--- src/rtl/led_pwm_pkg.sv ---
// led_pwm_pkg
// Shared constants and types for the LED PWM brightness/breathing controller.
//   LED_PWM_NLED  : default number of LED channels
//   LED_PWM_CNT_W : default PWM counter / duty width (period = 2^CNT_W ticks)
//   LED_PWM_PRE_W : default prescaler width
//   breathe_dir_t : direction of a breathing channel's level ramp
package led_pwm_pkg;

  localparam int LED_PWM_NLED  = 4;
  localparam int LED_PWM_CNT_W = 8;
  localparam int LED_PWM_PRE_W = 16;

  typedef enum logic {DIR_UP, DIR_DOWN} breathe_dir_t;

endpackage

--- src/rtl/led_pwm_ctrl_if.sv ---
// led_pwm_ctrl_if
// Configuration bundle between the AXI-lite register file (master) and the
// LED PWM controller (slave).
//   cfg_prescale : ticks occur every cfg_prescale+1 clocks
//   cfg_duty     : per-channel duty (breathing ceiling when breathing)
//   cfg_breathe  : per-channel breathing enable
//   cfg_load     : single-cycle register write strobe capturing all cfg_*
//   cfg_pending  : high while a captured config waits for a period boundary
interface led_pwm_ctrl_if
  import led_pwm_pkg::*;
#(
  parameter int NLED  = LED_PWM_NLED,
  parameter int CNT_W = LED_PWM_CNT_W,
  parameter int PRE_W = LED_PWM_PRE_W
);

  logic [PRE_W-1:0]      cfg_prescale;
  logic [NLED*CNT_W-1:0] cfg_duty;
  logic [NLED-1:0]       cfg_breathe;
  logic                  cfg_load;
  logic                  cfg_pending;

  modport master (
    output cfg_prescale,
    output cfg_duty,
    output cfg_breathe,
    output cfg_load,
    input  cfg_pending
  );

  modport slave (
    input  cfg_prescale,
    input  cfg_duty,
    input  cfg_breathe,
    input  cfg_load,
    output cfg_pending
  );

endinterface

--- src/rtl/led_pwm_chan.sv ---
// led_pwm_chan
// One LED channel: brightness level register, breathing direction FSM,
// PWM compare and the registered LED output.
//   axi_aclk, axi_areset : clock, asynchronous active-high reset
//   boundary             : PWM period boundary (counter wrap tick)
//   apply                : a new config becomes active at this boundary
//   breathe              : breathing enable that is in force for the next cycle
//   duty                 : duty (static) or ceiling (breathing) in force next
//   pwm_cnt              : shared PWM counter
//   led                  : registered LED drive
module led_pwm_chan
  import led_pwm_pkg::*;
#(
  parameter int CNT_W = LED_PWM_CNT_W
) (
  input  logic             axi_aclk,
  input  logic             axi_areset,
  input  logic             boundary,
  input  logic             apply,
  input  logic             breathe,
  input  logic [CNT_W-1:0] duty,
  input  logic [CNT_W-1:0] pwm_cnt,
  output logic             led
);

  localparam logic [CNT_W-1:0] LVL_MAX = '1;

  breathe_dir_t     dir_q, dir_d;
  logic [CNT_W-1:0] level_q, level_d;

  always_ff @(posedge axi_aclk or posedge axi_areset) begin
    if (axi_areset) begin
      dir_q   <= DIR_UP;
      level_q <= '0;
      led     <= 1'b0;
    end else begin
      dir_q   <= dir_d;
      level_q <= level_d;
      // Full-scale level means "always on", not 255/256 of the period.
      led     <= (pwm_cnt < level_q) || (level_q == LVL_MAX);
    end
  end

  // Static channels simply track the duty and park the direction at UP, so
  // switching breathing on later starts ramping up from the current level.
  // A newly applied ceiling below the current level clamps instead of stepping.
  // A DOWN direction sitting at level 0 (only possible after a clamp to 0
  // followed by a higher ceiling) turns around and climbs.
  always_comb begin
    level_d = level_q;
    dir_d   = dir_q;
    if (!breathe) begin
      level_d = duty;
      dir_d   = DIR_UP;
    end else if (apply && (duty < level_q)) begin
      level_d = duty;
      dir_d   = DIR_DOWN;
    end else if (boundary) begin
      if (duty == '0) begin
        level_d = '0;
        dir_d   = DIR_UP;
      end else if ((dir_q == DIR_UP) && (level_q < duty)) begin
        level_d = level_q + CNT_W'(1);
        dir_d   = (level_d == duty) ? DIR_DOWN : DIR_UP;
      end else if (level_q == '0) begin
        level_d = CNT_W'(1);
        dir_d   = (duty == CNT_W'(1)) ? DIR_DOWN : DIR_UP;
      end else begin
        level_d = level_q - CNT_W'(1);
        dir_d   = (level_d == '0) ? DIR_UP : DIR_DOWN;
      end
    end
  end

endmodule

--- src/rtl/led_pwm_ctrl.sv ---
// led_pwm_ctrl
// Per-LED PWM brightness and breathing controller. Configuration captured on
// cfg_load is held in pending registers and applied atomically at the next
// PWM period boundary so a period never mixes old and new settings.
//   axi_aclk, axi_areset : clock, asynchronous active-high reset
//   cfg                  : configuration bundle (slave side)
//   led                  : registered LED drive, one bit per channel
//   period_done          : one-cycle pulse after each PWM counter wrap
module led_pwm_ctrl
  import led_pwm_pkg::*;
#(
  parameter int NLED  = LED_PWM_NLED,
  parameter int CNT_W = LED_PWM_CNT_W,
  parameter int PRE_W = LED_PWM_PRE_W
) (
  input  logic            axi_aclk,
  input  logic            axi_areset,
  led_pwm_ctrl_if.slave   cfg,
  output logic [NLED-1:0] led,
  output logic            period_done
);

  logic [PRE_W-1:0]      pre_cnt;
  logic [CNT_W-1:0]      pwm_cnt;
  logic [PRE_W-1:0]      prescale_act, prescale_pend, prescale_src;
  logic [NLED*CNT_W-1:0] duty_act, duty_pend, duty_src, duty_nxt;
  logic [NLED-1:0]       breathe_act, breathe_pend, breathe_src, breathe_nxt;
  logic                  pending_q;
  logic                  tick, boundary, apply;

  assign tick     = (pre_cnt == prescale_act);
  assign boundary = tick && (pwm_cnt == '1);
  assign apply    = boundary && (cfg.cfg_load || pending_q);

  // A load in the boundary cycle bypasses the pending registers entirely.
  always_comb begin
    prescale_src = prescale_pend;
    duty_src     = duty_pend;
    breathe_src  = breathe_pend;
    if (cfg.cfg_load) begin
      prescale_src = cfg.cfg_prescale;
      duty_src     = cfg.cfg_duty;
      breathe_src  = cfg.cfg_breathe;
    end
  end

  // Channels see the config that will be active from the next cycle on, so
  // their level updates on the same edge as the counter wrap.
  assign duty_nxt    = apply ? duty_src    : duty_act;
  assign breathe_nxt = apply ? breathe_src : breathe_act;

  assign cfg.cfg_pending = pending_q;

  // The boundary is always a tick, so pre_cnt already returns to zero when a
  // new config (possibly with a new prescale) is applied.
  always_ff @(posedge axi_aclk or posedge axi_areset) begin
    if (axi_areset) begin
      pre_cnt       <= '0;
      pwm_cnt       <= '0;
      period_done   <= 1'b0;
      prescale_act  <= '0;
      duty_act      <= '0;
      breathe_act   <= '0;
      prescale_pend <= '0;
      duty_pend     <= '0;
      breathe_pend  <= '0;
      pending_q     <= 1'b0;
    end else begin
      pre_cnt     <= tick ? '0 : pre_cnt + PRE_W'(1);
      period_done <= boundary;
      if (tick) begin
        pwm_cnt <= pwm_cnt + CNT_W'(1);
      end
      if (apply) begin
        prescale_act <= prescale_src;
        duty_act     <= duty_src;
        breathe_act  <= breathe_src;
        pending_q    <= 1'b0;
      end else if (cfg.cfg_load) begin
        prescale_pend <= cfg.cfg_prescale;
        duty_pend     <= cfg.cfg_duty;
        breathe_pend  <= cfg.cfg_breathe;
        pending_q     <= 1'b1;
      end
    end
  end

  for (genvar i = 0; i < NLED; i++) begin : g_chan
    led_pwm_chan #(
      .CNT_W (CNT_W)
    ) u_chan (
      .axi_aclk   (axi_aclk),
      .axi_areset (axi_areset),
      .boundary   (boundary),
      .apply      (apply),
      .breathe    (breathe_nxt[i]),
      .duty       (duty_nxt[i*CNT_W +: CNT_W]),
      .pwm_cnt    (pwm_cnt),
      .led        (led[i])
    );
  end

endmodule
--- src/flat_wrapper.sv ---
// flat-port wrapper written by rule: the top's interface ports become plain ports
module led_pwm_ctrl_flat import led_pwm_pkg::*;
#(
  parameter int NLED  = LED_PWM_NLED,
  parameter int CNT_W = LED_PWM_CNT_W,
  parameter int PRE_W = LED_PWM_PRE_W
)
  (axi_aclk, axi_areset, led, period_done, cfg_cfg_prescale, cfg_cfg_duty, cfg_cfg_breathe, cfg_cfg_load, cfg_cfg_pending);
  led_pwm_ctrl_if #(.NLED(NLED), .CNT_W(CNT_W), .PRE_W(PRE_W)) cfg_i ();
  input  logic axi_aclk;
  input  logic axi_areset;
  output logic [NLED-1:0] led;
  output logic period_done;
  input wire logic [$bits(cfg_i.cfg_prescale)-1:0] cfg_cfg_prescale;
  input wire logic [$bits(cfg_i.cfg_duty)-1:0] cfg_cfg_duty;
  input wire logic [$bits(cfg_i.cfg_breathe)-1:0] cfg_cfg_breathe;
  input wire logic [$bits(cfg_i.cfg_load)-1:0] cfg_cfg_load;
  output wire logic [$bits(cfg_i.cfg_pending)-1:0] cfg_cfg_pending;
  assign cfg_i.cfg_prescale = cfg_cfg_prescale;
  assign cfg_i.cfg_duty = cfg_cfg_duty;
  assign cfg_i.cfg_breathe = cfg_cfg_breathe;
  assign cfg_i.cfg_load = cfg_cfg_load;
  assign cfg_cfg_pending = cfg_i.cfg_pending;
  led_pwm_ctrl #(.NLED(NLED), .CNT_W(CNT_W), .PRE_W(PRE_W)) u_core (.axi_aclk(axi_aclk), .axi_areset(axi_areset), .cfg(cfg_i), .led(led), .period_done(period_done));
endmodule
--- config.mk ---
export PLATFORM = sky130hd
export DESIGN_NAME = led_pwm_ctrl_flat
export DESIGN_NICKNAME = d
export VERILOG_FILES = /design/src/rtl/led_pwm_pkg.sv /design/src/rtl/led_pwm_ctrl_if.sv /design/src/rtl/led_pwm_chan.sv /design/src/rtl/led_pwm_ctrl.sv /design/src/flat_wrapper.sv
export SDC_FILE = /design/constraint.sdc
export NUM_CORES = 1
export LEC_CHECK = 0
export ABC_AREA = 1
export BUFFER_PORTS_ARGS = -buffer_cell sky130_fd_sc_hd__buf_2
export CAP_MARGIN = 20
export CELL_PAD_IN_SITES_DETAIL_PLACEMENT = 0
export CELL_PAD_IN_SITES_GLOBAL_PLACEMENT = 1
export CORE_ASPECT_RATIO = 0.6
export CORE_MARGIN = 3
export CORE_UTILIZATION = 40
export CTS_BUF_LIST = sky130_fd_sc_hd__clkbuf_16
export CTS_CLUSTER_SIZE = 8
export DETAILED_ROUTE_END_ITERATION = 16
export HOLD_SLACK_MARGIN = 0.02
export MAX_ROUTING_LAYER = met4
export PLACE_DENSITY = 0.83
export SLEW_MARGIN = 0
export SYNTH_ARGS = -nofsm -noshare
export SYNTH_HDL_FRONTEND = slang
export SYNTH_SLANG_ARGS = --single-unit
--- constraint.sdc ---
create_clock -name axi_aclk -period 8.2 [get_ports axi_aclk]
set_input_delay 1.64 -clock axi_aclk [delete_from_list [all_inputs] [get_ports axi_aclk]]
set_output_delay 1.64 -clock axi_aclk [all_outputs]
set_load 0.01 [all_outputs]
* Yosys cells after proc, flatten, opt, wreduce, memory -nomap -nowiden
Index checks and enable logic that the tools add are counted.
** Operators by class
- Add/subtract/negate cells :: 10
- Mux-type cells :: 68
- Shift operators :: 0
- Equality and inequality tests :: 18
- Bitwise operators :: 4
- Reduce and logical (&&, ||, !) cells :: 28
- Divide/modulo/power cells :: 0
- Multiply operators :: 0
- $lt $le $gt $ge :: 12
** Operators with widths (count)
- $mux 8 :: 24
- $logic_not 8->1 :: 12
- $lt 8x8->1 :: 12
- $mux 32 :: 2
- $add 8x1->8 const B :: 5
- $eq 8x8->1 const B :: 5
- $mux 1 :: 38
- $eq 8x1->1 const B :: 4
- $eq 8x8->1 :: 4
- $mux 16 :: 2
- $sub 8x1->8 const B :: 4
- $add 16x1->16 const B :: 1
- $eq 16x16->1 :: 1
- $ne 3x3->1 const B :: 4
- $logic_and 1x1->1 :: 10
- $mux 4 :: 2
- $logic_or 1x1->1 :: 5
- $not 1->1 :: 4
- $reduce_bool 2->1 :: 1
** Storage, ports and cells
- RAM bits :: 0
- Bits of input ports :: 55
- Logic and storage cells :: 162
- Memories kept :: 0
- Bits in registers :: 170
- ROM bits :: 0
- Output and inout port bits :: 6
- Bits in latches :: 0

* Logic depth before layout (Yosys ltp)
Gate-level depths: netlist of run 1.
- Word-level depth :: 12
- Depth in mapped cells :: 27
- Depth with buffers taken out :: 25

* Hierarchy
From an unflattened synthesis of run 1, not the netlist that was laid out.
** Second synthesis, totals
- Cell total of the unflattened synthesis :: 1836
- Area, all modules :: 12349.3 um^2
** By module, submodules not included
- led_pwm_ctrl :: instances 1, sequential area each 3253.1 um^2, area an instance 6528.8 um^2, cells an instance 886
- led_pwm_chan (u_core.g_chan[0].u_chan ...) :: instances 3, sequential area each 250.2 um^2, area an instance 1443.9 um^2, cells an instance 238
- led_pwm_chan (u_core.g_chan[1].u_chan) :: instances 1, sequential area each 250.2 um^2, area an instance 1488.9 um^2, cells an instance 236

* Least setup slack after synthesis of run 1
OpenSTA, ideal clock, no wires.
- Path type :: input to register
- From :: in cfg_cfg_load
- To :: reg u_core.g_chan[3].u_chan.dir_q
- Cell stages on the path :: 22
- Path buffers :: 3
- Required time :: 8123 ps
- Slack :: 3929 ps
- Library setup time :: 77 ps
- Arrival :: 4193 ps
- Cell sequence :: buf_2 inv_1 nand2_1 buf_2 clkbuf_1 nand4_1 nand2_1 ha_1 inv_1 a21oi_1 nor2_1 a211oi_1 o21ai_0 nor2_1 clkinv_1 nand2_1 inv_1 nand3_1 nand2_1 nor2_1 nand2_1 a21oi_1
** Between the ends
- Cells in the longest elaborated chain, start to end :: 11
- Elaborated cells on any way between the ends :: 22
- Those cells by class :: order compare: 2; eq/ne: 3; mux: 12; reduce/logical: 5
** RTL lines
- start: declaration :: RTL line flat_wrapper.sv:17 : input wire logic [$bits(cfg_i.cfg_load)-1:0] cfg_cfg_load;
- $logic_or 1x1->1 :: RTL line led_pwm_ctrl.sv:33 : assign apply = boundary && (cfg.cfg_load || pending_q);
- $logic_and 1x1->1 :: RTL line led_pwm_ctrl.sv:33
- $mux 32 * :: RTL line led_pwm_ctrl.sv:49 : assign duty_nxt = apply ? duty_src : duty_act;
- named net u_core.duty_nxt[24] :: RTL line led_pwm_ctrl.sv:26 : logic [NLED*CNT_W-1:0] duty_act, duty_pend, duty_src, duty_nxt;
- parallel branches: the longest is 8 deep, another holds $lt 8x8->1
- end signal: assignment :: RTL line led_pwm_chan.sv:37 : dir_q <= dir_d;
- end: declaration :: RTL line led_pwm_chan.sv:28 : breathe_dir_t dir_q, dir_d;
Mark *: on every way through the listed nets, which the timed path passes. The select of a mux whose other input is x is not followed.
A chain may end at the register's enable or synchronous reset.

* Worst setup path after layout of run 1
Ends and elaborated chain as after synthesis.

==> results of run 1 <==
==> power by group through the flow <==
stage,clock network (W),registers [W],logic [W]
after CTS,0.000862,0.000872,0.0000921
after floorplan,0,0.000886,0.0000569
after detailed placement,0,0.000888,0.0000916
after global placement,0,0.000887,0.0000897
after global routing,0.000899,0.000875,0.000103
final,0.000848,0.000872,0.0000891
==> metrics by stage <==
stage          setup WS, ns  hold slack [ns]  cell area (µm²)  utilization, %
4_1_cts                3.27            0.486            13200            45.2
3_5_place_dp           2.80            0.468            12600            43.2
6_report               3.25            0.484            13200            45.2
3_3_place_gp           2.95            0.462            12600            43.2
2_1_floorplan          1.96            0.448            12000               -
5_1_grt                2.74            0.500            13200            45.2
==> metal layers <==
layer  GRT usage [%]  vias up  wire length [µm]
li1                -     5351                 -
met1            36.0     5007             18700
met2            28.9      338             13400
met3            4.45       27              2450
met4            5.37        0               430
met5               -        -                 0
==> final cells by class <==
class / instances / area, µm²
timing repair buffer: 69 / 368
multi-input combinational: 1151 / 6600
sequential: 170 / 4250
inverter: 233 / 883
tap: 400 / 500
clock buffer: 17 / 425
fill: 2970 / 16000
clock inverter: 15 / 163
==> worst reg2reg max path: stages, from the launching register on <==
cell and delay [ns]:
dfrtp_1 0.63, ha_1 0.25, and3_1 0.15, inv_1 0.08
nor2_4 0.13, buf_4 0.43, nand4_1 0.24, nand2_1 0.25
ha_1 0.29, a21oi_1 0.16, o21ai_0 0.11, nand2_1 0.09
o211ai_1 0.12, o21ai_0 0.15, nor2_1 0.12, nor2_2 0.51
inv_1 0.18, a21oi_1 0.17, a22oi_1 0.09
==> registers in the layout (all words and copies together), names as in the netlist <==
name,flops
u_core.pwm_cnt,8
u_core.pre_cnt,16
u_core.prescale_act,16
u_core.breathe_pend,4
u_core.duty_pend,32
u_core.breathe_act,4
u_core.duty_act,32
u_core.cfg.cfg_pending,1
u_core.g_chan.u_chan.dir_q,4
u_core.g_chan.u_chan.level_q,32
u_core.prescale_pend,16
u_core.period_done,1
u_core.g_chan.u_chan.led,4
==> kinds of logic (layout without fill, tap and decap cells) <==
kind of cell	Yosys count	in the layout	synth area share, %
buffers and inverters	292	334	9.96
flip-flops	170	170	35.4
XOR/XNOR	54	54	3.93
AO/OA/AOI/OAI	295	295	13.6
adder cells (fa/ha/maj)	78	78	8.11
multiplexers	21	21	1.75
AND/OR/NAND/NOR	703	703	27.3
==> synthesized netlist by cell type (2+ instances only) <==
master,count,area share [%]
nand2_1,377,12
inv_1,216,6.7
dfrtp_1,170,35
o21ai_0,152,6.3
ha_1,78,8.1
nand3_1,78,3.2
nor2_1,78,2.4
a21oi_1,71,3.0
nand4_1,62,3.2
xor2_1,45,3.3
clkbuf_1,24,0.75
mux2i_1,21,1.7
a22oi_1,19,1.2
nand2_2,18,0.94
nor3_1,17,0.71
or2_2,16,0.83
buf_2,15,0.62
nand2_4,15,1.4
nor2_2,15,0.78
o22ai_1,14,0.73
inv_2,13,0.41
nand3b_1,12,0.75
o21ai_1,10,0.42
buf_4,9,0.56
xnor2_1,9,0.66
o211ai_1,7,0.44
buf_6,5,0.47
nor4_1,5,0.26
buf_1,4,0.12
clkinv_1,4,0.12
o21ai_2,4,0.29
a21o_1,3,0.19
o221ai_1,3,0.22
a211oi_1,2,0.12
a21oi_2,2,0.15
a31oi_1,2,0.10
nand3_2,2,0.17
nor2_4,2,0.19
o31ai_1,2,0.12
==> final timing paths <==
path / from / endpoint / slack (ns) / cells past startpoint
worst min-delay path: u_core.duty_pend[1] / u_core.duty_pend[1] / 0.48 / 2
worst min register to register: u_core.duty_pend[1] / u_core.duty_pend[1] / 0.48 / 2
worst max-delay path: cfg_cfg_load / u_core.g_chan[3].u_chan.dir_q / 3.25 / 22
worst max register to register: u_core.pwm_cnt[1] / u_core.g_chan[0].u_chan.level_q[7] / 3.92 / 18
max in group asynchronous: axi_areset / u_core.cfg.cfg_pending / 5.53 / 3
min in group asynchronous: axi_areset / u_core.g_chan[1].u_chan.level_q[5] / 1.32 / 2
==> results.tsv, run 1 <==
metric	value	unit
critical_path_class	primary input to flip-flop	
cap_viol_max_count	0	
path_buf_inv	6	
synth.distinct_cells	51	
clockPowerShare	46.8	%
clkLatencyLatePin	0.45	ns
min_period	4.95	ns
cts_sinks	170	
wl_per_cell	17.0	µm
ys_seq_area_share	35.4	%
critical_path_required	8.57	ns
tns	0	ns
layout-drive-gt1-share	11.6	%
start_util	41.2	%
io-pin-count	61	
vias_per_cell	5.22	
grt_start_max_net_pins	116	
placed_cells	2023	
cts_root_buf	clkbuf_16	
crit_top_cell	nand2_1	
drc_errors	0	
via_count	10723	
ir_drop	0.174	mV
place.gp.congestion	0.913	
netlist_area	12000	µm²
antenna_found_initial	0	
first_global_vias	9899	
endpoint_kind	flip-flop	
post_cts_resized	0	
startpoint_type	primary input	
comb_power_share	4.9	%
ys_async_sr_fraction	100	%
cp_max_fo	27	
wl	35000	µm
p_total	0.00181	W
worstPathArrival	5.33	ns
clock_path_buffers	2	
post-cts-setup-buffers	0	
internal_power	0.00135	W
outcome	complete, no violations	
first_pass_iters	5	
postCtsHoldBufs	0	
hpwl	25800	µm
p_sw_share	25.5	%
p_switching	0.000461	W
min_path_type	flip-flop to flip-flop	
crit_family	simple AND/OR/NAND/NOR gates	
seqPwrFrac	48.2	%
slew_violations	0	
cts_tree	done	
cpMaxStageDelayCell	buf_4	
area_delta_synth_final	9.64	%
rsz0062_at_grt	false	
io_buffers	60	
finalCritPeriodShare	60.4	%
grt_first_pass_wirelength	56000	µm
num_rows	48	
diodes	0	
synthCells	1613	
fin_worst_skew	0.00946	ns
hold_violations	0	
synth_area_per_cell	7.46	µm²
ys_warn_count	0	
grt_overflow_total	0	
crit_chain	buf_2, inv_1, nand2_1, nand4_4, buf_4, nand2_1, nand2_2, inv_1, ha_1, nand2_1, nor2_1, a211oi_1, o21ai_0, nor2_1, clkinv_1, nand2_1, inv_1, nand3_1, nand2_1, nor2_1, nand2_1, a21oi_1	
nNetsFinal	1775	
grt_use_total	22.7	%
syn-num-nets	1746	
path_clk_slew	0.07	ns
core_area	29200	µm²
synth-edff-count	0	
final_common_cell	nand2_1	
cpPeakStageDelay	0.43	ns
fp.dieW	230	µm
cts_buffers	17	
antenna_left	0	
tightest_slew	0.882	ns
final_cell_mix	377 x nand2_1, 215 x inv_1, 170 x dfrtp_1	
yosys_most_used_dff	dfrtp_1	
power-per-cell-area	137	nW/µm²
fin_cells	2055	
fmax	0.202	GHz
synth_seq_cells	170	
dieArea	32300	µm²
chipHeight	140	µm
drt_iter0_drc	1029	
leakagePower	6.68	nW
max_slew_margin	41.2	%
finalSetupViolations	0	
htree_levels	4	
No activity file was read; power rests on OpenSTA's default activity.
==> run 2: changes to the inputs <==
--- a/config.mk
+++ b/config.mk
@@ -18,7 +18,7 @@
 export DETAILED_ROUTE_END_ITERATION = 16
 export HOLD_SLACK_MARGIN = 0.02
 export MAX_ROUTING_LAYER = met4
-export PLACE_DENSITY = 0.83
+export PLACE_DENSITY = 0.85
 export SLEW_MARGIN = 0
 export SYNTH_ARGS = -nofsm -noshare
 export SYNTH_HDL_FRONTEND = slang
==> constraint.sdc (replaced) <==
create_clock -name axi_aclk -period 4.25 [get_ports axi_aclk]
set_input_delay 0.85 -clock axi_aclk [delete_from_list [all_inputs] [get_ports axi_aclk]]
set_output_delay 0.85 -clock axi_aclk [all_outputs]
set_load 0.01 [all_outputs]
==> results.tsv, run 2 (synthesis gave the netlist of run 1 again) <==
metric	value	unit	change
outcome	complete, no violations		unchanged
critical_path_required	4.56	ns	was 8.57 ns
post_cts_resized	0		unchanged
fmax	0.266	GHz	
dieArea	32300	µm²	unchanged
clkLatencyLatePin	0.45	ns	about the same
io-pin-count	61		unchanged
path_clk_slew	0.07	ns	about the same
finalCritPeriodShare	88.6	%	
final_cell_mix	377 x nand2_1, 215 x inv_1, 170 x dfrtp_1		unchanged
core_area	29200	µm²	unchanged
critical_path_class	flip-flop to flip-flop		was primary input to flip-flop
slew_violations	0		unchanged
wl	34900	µm	was 35,000 µm
top_usage_layer	met1		unchanged
fin_worst_skew	0.00712	ns	was 0.00946 ns
worstPathArrival	4.08	ns	was 5.33 ns
grtUsageMet2	28.8	%	was 28.9%
antenna_left	0		unchanged
endpoint_kind	flip-flop		unchanged
r2r-start	u_core.pre_cnt[13]		was u_core.pwm_cnt[1]
cts_sinks	170		unchanged
diodes	0		unchanged
hpwl	26400	µm	was 25,800 µm
grt_use_total	22.6	%	was 22.7%
tightest_slew	0.834	ns	was 0.882 ns
leakagePower	6.82	nW	was 6.68 nW
reg2reg_slack	0.48	ns	was 3.92 ns
worst_r2r_endpoint	u_core.g_chan[2].u_chan.level_q[5]		was u_core.g_chan[0].u_chan.level_q[7]
max_slew_margin	44.4	%	was 41.2%
post-cts-setup-buffers	0		unchanged
hold_violations	0		unchanged
rr_worst_depth	21		was 18
cap_viol_max_count	0		unchanged
drc_errors	0		unchanged
io_buffers	60		unchanged
power-per-cell-area	255	nW/µm²	was 137 nW/µm²
tns	0	ns	unchanged
met3_usage	6.38	%	was 4.45%
start_util	41.2	%	unchanged
ir_drop	0.296	mV	was 0.174 mV
layout-drive-gt1-share	13.0	%	was 11.6%
final_common_cell	nand2_1		unchanged
grt_start_max_net_pins	136		was 116
first_global_vias	10057		was 9,899
htree_levels	4		unchanged
antenna_found_initial	0		unchanged
chipHeight	140	µm	unchanged
finalSetupViolations	0		unchanged
cpMaxStageDelayCell	dfrtp_1		was buf_4
cts_buffers	17		unchanged
min_period	3.77	ns	
reg_top3	u_core.duty_act: 32 flops, u_core.duty_pend: 32 flops, u_core.g_chan.u_chan.level_q: 32 flops		unchanged
crit_chain	inv_1, nand2_1, nand2_1, nor2_1, nand2_1, inv_1, nand2_1, nor2_4, nand4_1, nand2_4, ha_1, a21oi_1, o21ai_0, nand2_1, o211ai_1, o21ai_0, nor2_1, nor2_2, inv_2, a21oi_1, a22oi_1		was buf_2, inv_1, nand2_1, nand4_4, buf_4, nand2_1, nand2_2, inv_1, ha_1, nand2_1, nor2_1, a211oi_1, o21ai_0, nor2_1, clkinv_1, nand2_1, inv_1, nand3_1, nand2_1, nor2_1, nand2_1, a21oi_1
drt_iter0_drc	1150		was 1,029
rsz0062_at_grt	false		unchanged
cts_root_buf	clkbuf_16		unchanged
grt_first_pass_wirelength	55800	µm	was 56,000 µm
via_count	10973		was 10.7k
wl_per_cell	16.8	µm	was 17.0 µm
cpPeakStageDelay	0.43	ns	about the same
nNetsFinal	1800		was 1,775
vias_per_cell	5.28		was 5.22
num_rows	48		unchanged
clock_path_buffers	2		unchanged
path_buf_inv	3		was 6
fill_cells	2973		was 2,970
fp.dieW	230	µm	unchanged
area_delta_synth_final	11.3	%	was 9.64%
min_path_type	primary input to asynchronous set/reset pin		was flip-flop to flip-flop
crit_top_cell	nand2_1		unchanged
p_total	0.00342	W	was 0.00181 W
first_pass_iters	6		was 5
startpoint_type	flip-flop		was primary input
postCtsHoldBufs	0		unchanged
place.gp.congestion	0.983		was 0.913
crit_family	simple AND/OR/NAND/NOR gates		unchanged
met1_usage	34.5	%	was 36.0%
cts_tree	done		unchanged
grt_overflow_total	0		unchanged
cp_max_fo	16		was 27
run 2: cell count changes in the layout (fill, tap and decap cells not counted), sizes merged:
cell      previous run  this run
buf                 69        94
clkinv               9         8
bufinv               2         1
clkinvlp             1         2
run 2: area by class of cell:
cell class	count	area, µm²	area share, %
clock inverters	14	133	0.990
inverters	233	880	6.57
repair buffers	94	606	4.52
clock buffers	17	425	3.18
multi-input cells	1151	6600	49.2
well taps	400	500	3.74
flip-flops and latches	170	4250	31.8
run 2: worst max path at each step:
stage,depth (start not counted),slack (ns),endpoint,from
2_1_floorplan,22,0.77,u_core.g_chan[3].u_chan.dir_q,cfg_cfg_load
3_3_place_gp,18,0.25,u_core.g_chan[2].u_chan.level_q[4],cfg_cfg_load
3_5_place_dp,18,0.27,u_core.g_chan[2].u_chan.level_q[5],cfg_cfg_load
4_1_cts,21,0.47,u_core.g_chan[2].u_chan.level_q[5],u_core.pre_cnt[13]
5_1_grt,24,0.06,u_core.g_chan[3].u_chan.dir_q,u_core.pre_cnt[13]
6_report,21,0.48,u_core.g_chan[2].u_chan.level_q[5],u_core.pre_cnt[13]
run 2: stage by stage:
stage | cells | cell area [µm²] | hold slack [ns] | utilization [%] | worst slack, ns
2_1_floorplan | 1613 | 12000 | 0.448 | - | 0.769
3_3_place_gp | 2048 | 12800 | 0.461 | 44.0 | 0.253
3_5_place_dp | 2048 | 12800 | 0.468 | 44.0 | 0.268
4_1_cts | 2079 | 13400 | 0.403 | 45.9 | 0.474
5_1_grt | 2079 | 13400 | 0.436 | 45.9 | 0.0559
6_report | 2079 | 13400 | 0.416 | 45.9 | 0.484
run 2: power breakdown:
| group | internal, W | switching (W) |
|---|---|---|
| clock network | 0.000818 | 0.000744 |
| registers | 0.00166 | 0.0000200 |
| logic | 0.0000619 | 0.000115 |
run 2: worst register-to-register path, stage by stage, from the launching register on:
cell and delay, ns:
dfrtp_1 0.43, inv_1 0.06, nand2_1 0.05, nand2_1 0.04, nor2_1 0.16, nand2_1 0.12
inv_1 0.07, nand2_1 0.08, nor2_4 0.37, nand4_1 0.35, nand2_4 0.18, ha_1 0.25
a21oi_1 0.24, o21ai_0 0.13, nand2_1 0.07, o211ai_1 0.09, o21ai_0 0.09, nor2_1 0.08
nor2_2 0.31, inv_2 0.17, a21oi_1 0.21, a22oi_1 0.09
run 2: metal layers:
layer	routed length [µm]	up-vias
met4	418	0
met5	0	-
met1	18000	5152
met2	13300	395
met3	3240	27
li1	-	5399
==> run 3: changes to the inputs <==
--- a/config.mk
+++ b/config.mk
@@ -5,7 +5,6 @@
 export SDC_FILE = /design/constraint.sdc
 export NUM_CORES = 1
 export LEC_CHECK = 0
-export ABC_AREA = 1
 export BUFFER_PORTS_ARGS = -buffer_cell sky130_fd_sc_hd__buf_2
 export CAP_MARGIN = 20
 export CELL_PAD_IN_SITES_DETAIL_PLACEMENT = 0
@@ -18,7 +17,7 @@
 export DETAILED_ROUTE_END_ITERATION = 16
 export HOLD_SLACK_MARGIN = 0.02
 export MAX_ROUTING_LAYER = met4
-export PLACE_DENSITY = 0.85
+export PLACE_DENSITY = 0.82
 export SLEW_MARGIN = 0
 export SYNTH_ARGS = -nofsm -noshare
 export SYNTH_HDL_FRONTEND = slang
==> results.tsv, run 3 <==
metric	value	unit	change
cp-startpoint	u_core.pre_cnt[3]		was u_core.pre_cnt[13]
crit_top_cell	buf_4		was nand2_1
critical_path_class	flip-flop to flip-flop		unchanged
grt_overflow_total	0		unchanged
layout-drive-gt1-share	20.5	%	was 13.0%
seqPwrFrac	44.3	%	was 49.2%
drt_iter0_drc	964		was 1,150
worst_r2r_endpoint	u_core.g_chan[1].u_chan.level_q[3]		was u_core.g_chan[2].u_chan.level_q[5]
rsz0062_at_grt	false		unchanged
postCtsHoldBufs	0		unchanged
drc_errors	0		unchanged
synth_area_per_cell	9.61	µm²	was 7.46 µm²
netlist_area	11500	µm²	was 12,000 µm²
finalCritPeriodShare	96.0	%	was 88.6%
ir_drop	0.290	mV	was 0.296 mV
via_count	9644		was 11.0k
antenna_found_initial	2		was 0
path_clk_slew	0.08	ns	was 0.07 ns
fin_worst_skew	0.00941	ns	was 0.00712 ns
p_sw_share	30.1	%	was 25.7%
ys_seq_area_share	36.9	%	was 35.4%
startpoint_type	flip-flop		unchanged
synth-edff-count	0		unchanged
tightest_slew	1.10	ns	was 0.834 ns
start_util	41.2	%	about the same
holdPathEnd	u_core.prescale_pend[9]		
min_path_type	flip-flop to flip-flop		was primary input to asynchronous set/reset pin
cpMaxStageDelayCell	dfrtp_1		unchanged
endpoint_kind	flip-flop		unchanged
first_global_vias	9112		was 10.1k
hold_violations	0		unchanged
grt_first_pass_wirelength	51800	µm	was 55,800 µm
syn-num-nets	1331		was 1,746
clock_path_buffers	2		unchanged
synth.distinct_cells	73		was 51
grt_use_total	22.1	%	was 22.6%
finalSetupViolations	0		unchanged
dp_slack	-0.0119	ns	was 0.268 ns
num_rows	47		was 48
cpPeakStageDelay	0.44	ns	was 0.43 ns
synthCells	1198		was 1,613
placed_cells	1649		was 2,048
clockPowerShare	39.3	%	was 45.6%
final_cell_mix	170 x dfrtp_1, 78 x ha_1, 76 x nor2_1		was 377 x nand2_1, 215 x inv_1, 170 x dfrtp_1
vias_per_cell	5.73		was 5.28
critical_path_required	4.65	ns	was 4.56 ns
hp-start	u_core.prescale_pend[9]		
worstPathArrival	4.47	ns	was 4.08 ns
first_pass_iters	13		was 6
final_common_cell	dfrtp_1		was nand2_1
cap_viol_max_count	0		unchanged
crit_chain	xor2_1, nor4_2, and4_4, nand2_4, buf_12, buf_4, a21oi_2, ha_1, nor2b_1, o211ai_1, a21oi_1, nor4_1, buf_4, nand4_1, a311oi_1, o22a_1		was inv_1, nand2_1, nand2_1, nor2_1, nand2_1, inv_1, nand2_1, nor2_4, nand4_1, nand2_4, ha_1, a21oi_1, o21ai_0, nand2_1, o211ai_1, o21ai_0, nor2_1, nor2_2, inv_2, a21oi_1, a22oi_1
crit_family	simple AND/OR/NAND/NOR gates		unchanged
grt_start_max_net_pins	66		was 136
chipHeight	137	µm	was 140 µm
internal_power	0.00276	W	was 0.00254 W
io-pin-count	61		unchanged
yosysMostFrequentCell	dfrtp_1		was nand2_1
antenna_left	0		unchanged
core_area	27900	µm²	was 29,200 µm²
power-per-cell-area	297	nW/µm²	was 255 nW/µm²
reg_top3	u_core.duty_act: 32 flops, u_core.duty_pend: 32 flops, u_core.g_chan.u_chan.level_q: 32 flops		unchanged
synth_top_area_cell	dfrtp_1		unchanged
ys_async_sr_fraction	100	%	unchanged
dieArea	30900	µm²	was 32,300 µm²
ys_top_cells_by_area	dfrtp_1 37%, ha_1 8.5%, mux2_2 5.7%		was dfrtp_1 35%, nand2_1 12%, ha_1 8.1%
wl_per_cell	19.3	µm	was 16.8 µm
ys_warn_count	0		unchanged
leakagePower	6.12	nW	was 6.82 nW
io_buffers	60		unchanged
clkLatencyLatePin	0.45	ns	about the same
fin_cells	1683		was 2,079
htree_levels	4		unchanged
cp_max_fo	17		was 16
timing.hold.ws	0.505	ns	was 0.416 ns
nNetsFinal	1434		was 1,800
final_core_util	47.6	%	was 45.9%
rr_worst_depth	16		was 21
synth_top_cell_area_share	36.9	%	was 35.4%
cts_sinks	170		unchanged
p_switching	0.00119	W	was 0.000879 W
fp.dieW	225	µm	was 230 µm
netlist_top_cells_count	170 x dfrtp_1, 78 x ha_1, 76 x nor2_1		was 377 x nand2_1, 216 x inv_1, 170 x dfrtp_1
cts_tree	done		unchanged
whs_path_depth	1		
wl	32500	µm	was 34,900 µm
min_period	4.08	ns	was 3.77 ns
r2r-start	u_core.pre_cnt[3]		was u_core.pre_cnt[13]
cts_buffers	17		unchanged
max_slew_margin	25.7	%	was 44.4%
area_delta_synth_final	15.4	%	was 11.3%
hpwl	24600	µm	was 26,400 µm
fin_ws	0.172	ns	was 0.484 ns
path_buf_inv	3		unchanged
reg2reg_slack	0.17	ns	was 0.48 ns
slew_violations	0		unchanged
place.gp.congestion	0.920		was 0.983
yosys_most_used_dff	dfrtp_1		unchanged
comb_power_share	16.4	%	was 5.2%
cts_root_buf	clkbuf_16		unchanged
outcome	complete, no violations		unchanged
fmax	0.245	GHz	was 0.266 GHz
p_total	0.00395	W	was 0.00342 W
synth_seq_cells	170		unchanged
==> run 3: cell count changes in the layout (fill, tap and decap cells not counted), sizes merged, moves of 17 or more <==
cell	before	now
a21o	3	29
nor4	5	23
nor2	96	77
o21a	0	17
xnor2	9	68
buf	94	141
mux2	0	58
nor3	17	52
nand4	63	23
nand3	81	40
mux2i	21	60
inv	236	79
nand2	410	60
o21ai	167	62
==> run 3: per-stage QoR <==
step | setup TNS, ns | area, µm²
2_1_floorplan | 0 | 11500
3_3_place_gp | 0 | 12700
3_5_place_dp | -0.0157 | 12700
4_1_cts | 0 | 13300
5_1_grt | 0 | 13300
6_report | 0 | 13300
==> run 3: worst max path at each step <==
stage | end | slack (ns) | cells after the start
global route | u_core.g_chan[1].u_chan.level_q[3] | 0.004 | 16
floorplan | u_core.g_chan[0].u_chan.level_q[6] | 0.08 | 16
global placement | u_core.g_chan[0].u_chan.level_q[3] | 0.07 | 15
CTS | u_core.g_chan[0].u_chan.level_q[3] | 0.23 | 16
finish | u_core.g_chan[1].u_chan.level_q[3] | 0.17 | 16
detailed placement | u_core.g_chan[0].u_chan.level_q[3] | -0.01 | 16
==> run 3: logic make-up (layout without fill, tap and decap cells) <==
| logic type | after synthesis | in the layout | synth area share, % |
|---|---|---|---|
| adders and majority gates | 78 | 78 | 8.47 |
| other | 0 | 2 | 0 |
| DFF | 170 | 170 | 36.9 |
| muxes | 118 | 118 | 10.9 |
| AOI/OAI and AO/OA | 270 | 270 | 16.2 |
| and+or+nand+nor | 336 | 336 | 15.4 |
| xor gates and xnor gates | 97 | 97 | 7.38 |
| buffers and inverters | 129 | 245 | 4.76 |
==> run 3: metal layers <==
| metal | part of all wire (%) | global-route usage [%] | wire (µm) |
|---|---|---|---|
| met5 | 0 | - | 0 |
| met4 | 0.83 | 4.83 | 269 |
| met3 | 7.1 | 4.05 | 2290 |
| met2 | 39 | 28.5 | 12600 |
| met1 | 53 | 35.0 | 17300 |
==> run 3: cell type report <==
cell class / instances / area (µm²)
clock inverters: 15 / 146
diodes: 2 / 5.00
flip-flops and latches: 170 / 4250
well taps: 367 / 459
multi-input cells: 899 / 6730
clock buffers: 17 / 425
inverters: 72 / 274
repair buffers: 141 / 998
fillers: 2595 / 14600
==> run 3: power by group through the flow <==
stage | Sequential, W | Combinational [W] | Clock (W)
6_report | 0.00175 | 0.000650 | 0.00155
5_1_grt | 0.00176 | 0.000716 | 0.00165
4_1_cts | 0.00175 | 0.000641 | 0.00159
3_5_place_dp | 0.00178 | 0.000637 | 0
3_3_place_gp | 0.00178 | 0.000630 | 0
2_1_floorplan | 0.00175 | 0.000441 | 0
==> run 3: worst reg2reg max path, delay by kind of cell, from the launching register on <==
family | cells | cell delay [ns]
flops | 1 | 0.44
buf+inv | 3 | 0.64
fa+ha+maj | 1 | 0.27
compound gates | 5 | 1.01
simple gates | 6 | 1.47
xor+xnor | 1 | 0.18
==> run 3: what timing repair did <==
action	in CTS	in global routing
setup buffers	0	0
endpoints found under the setup margin	0	7
endpoints found under the hold margin	0	0
gates resized for setup	0	3
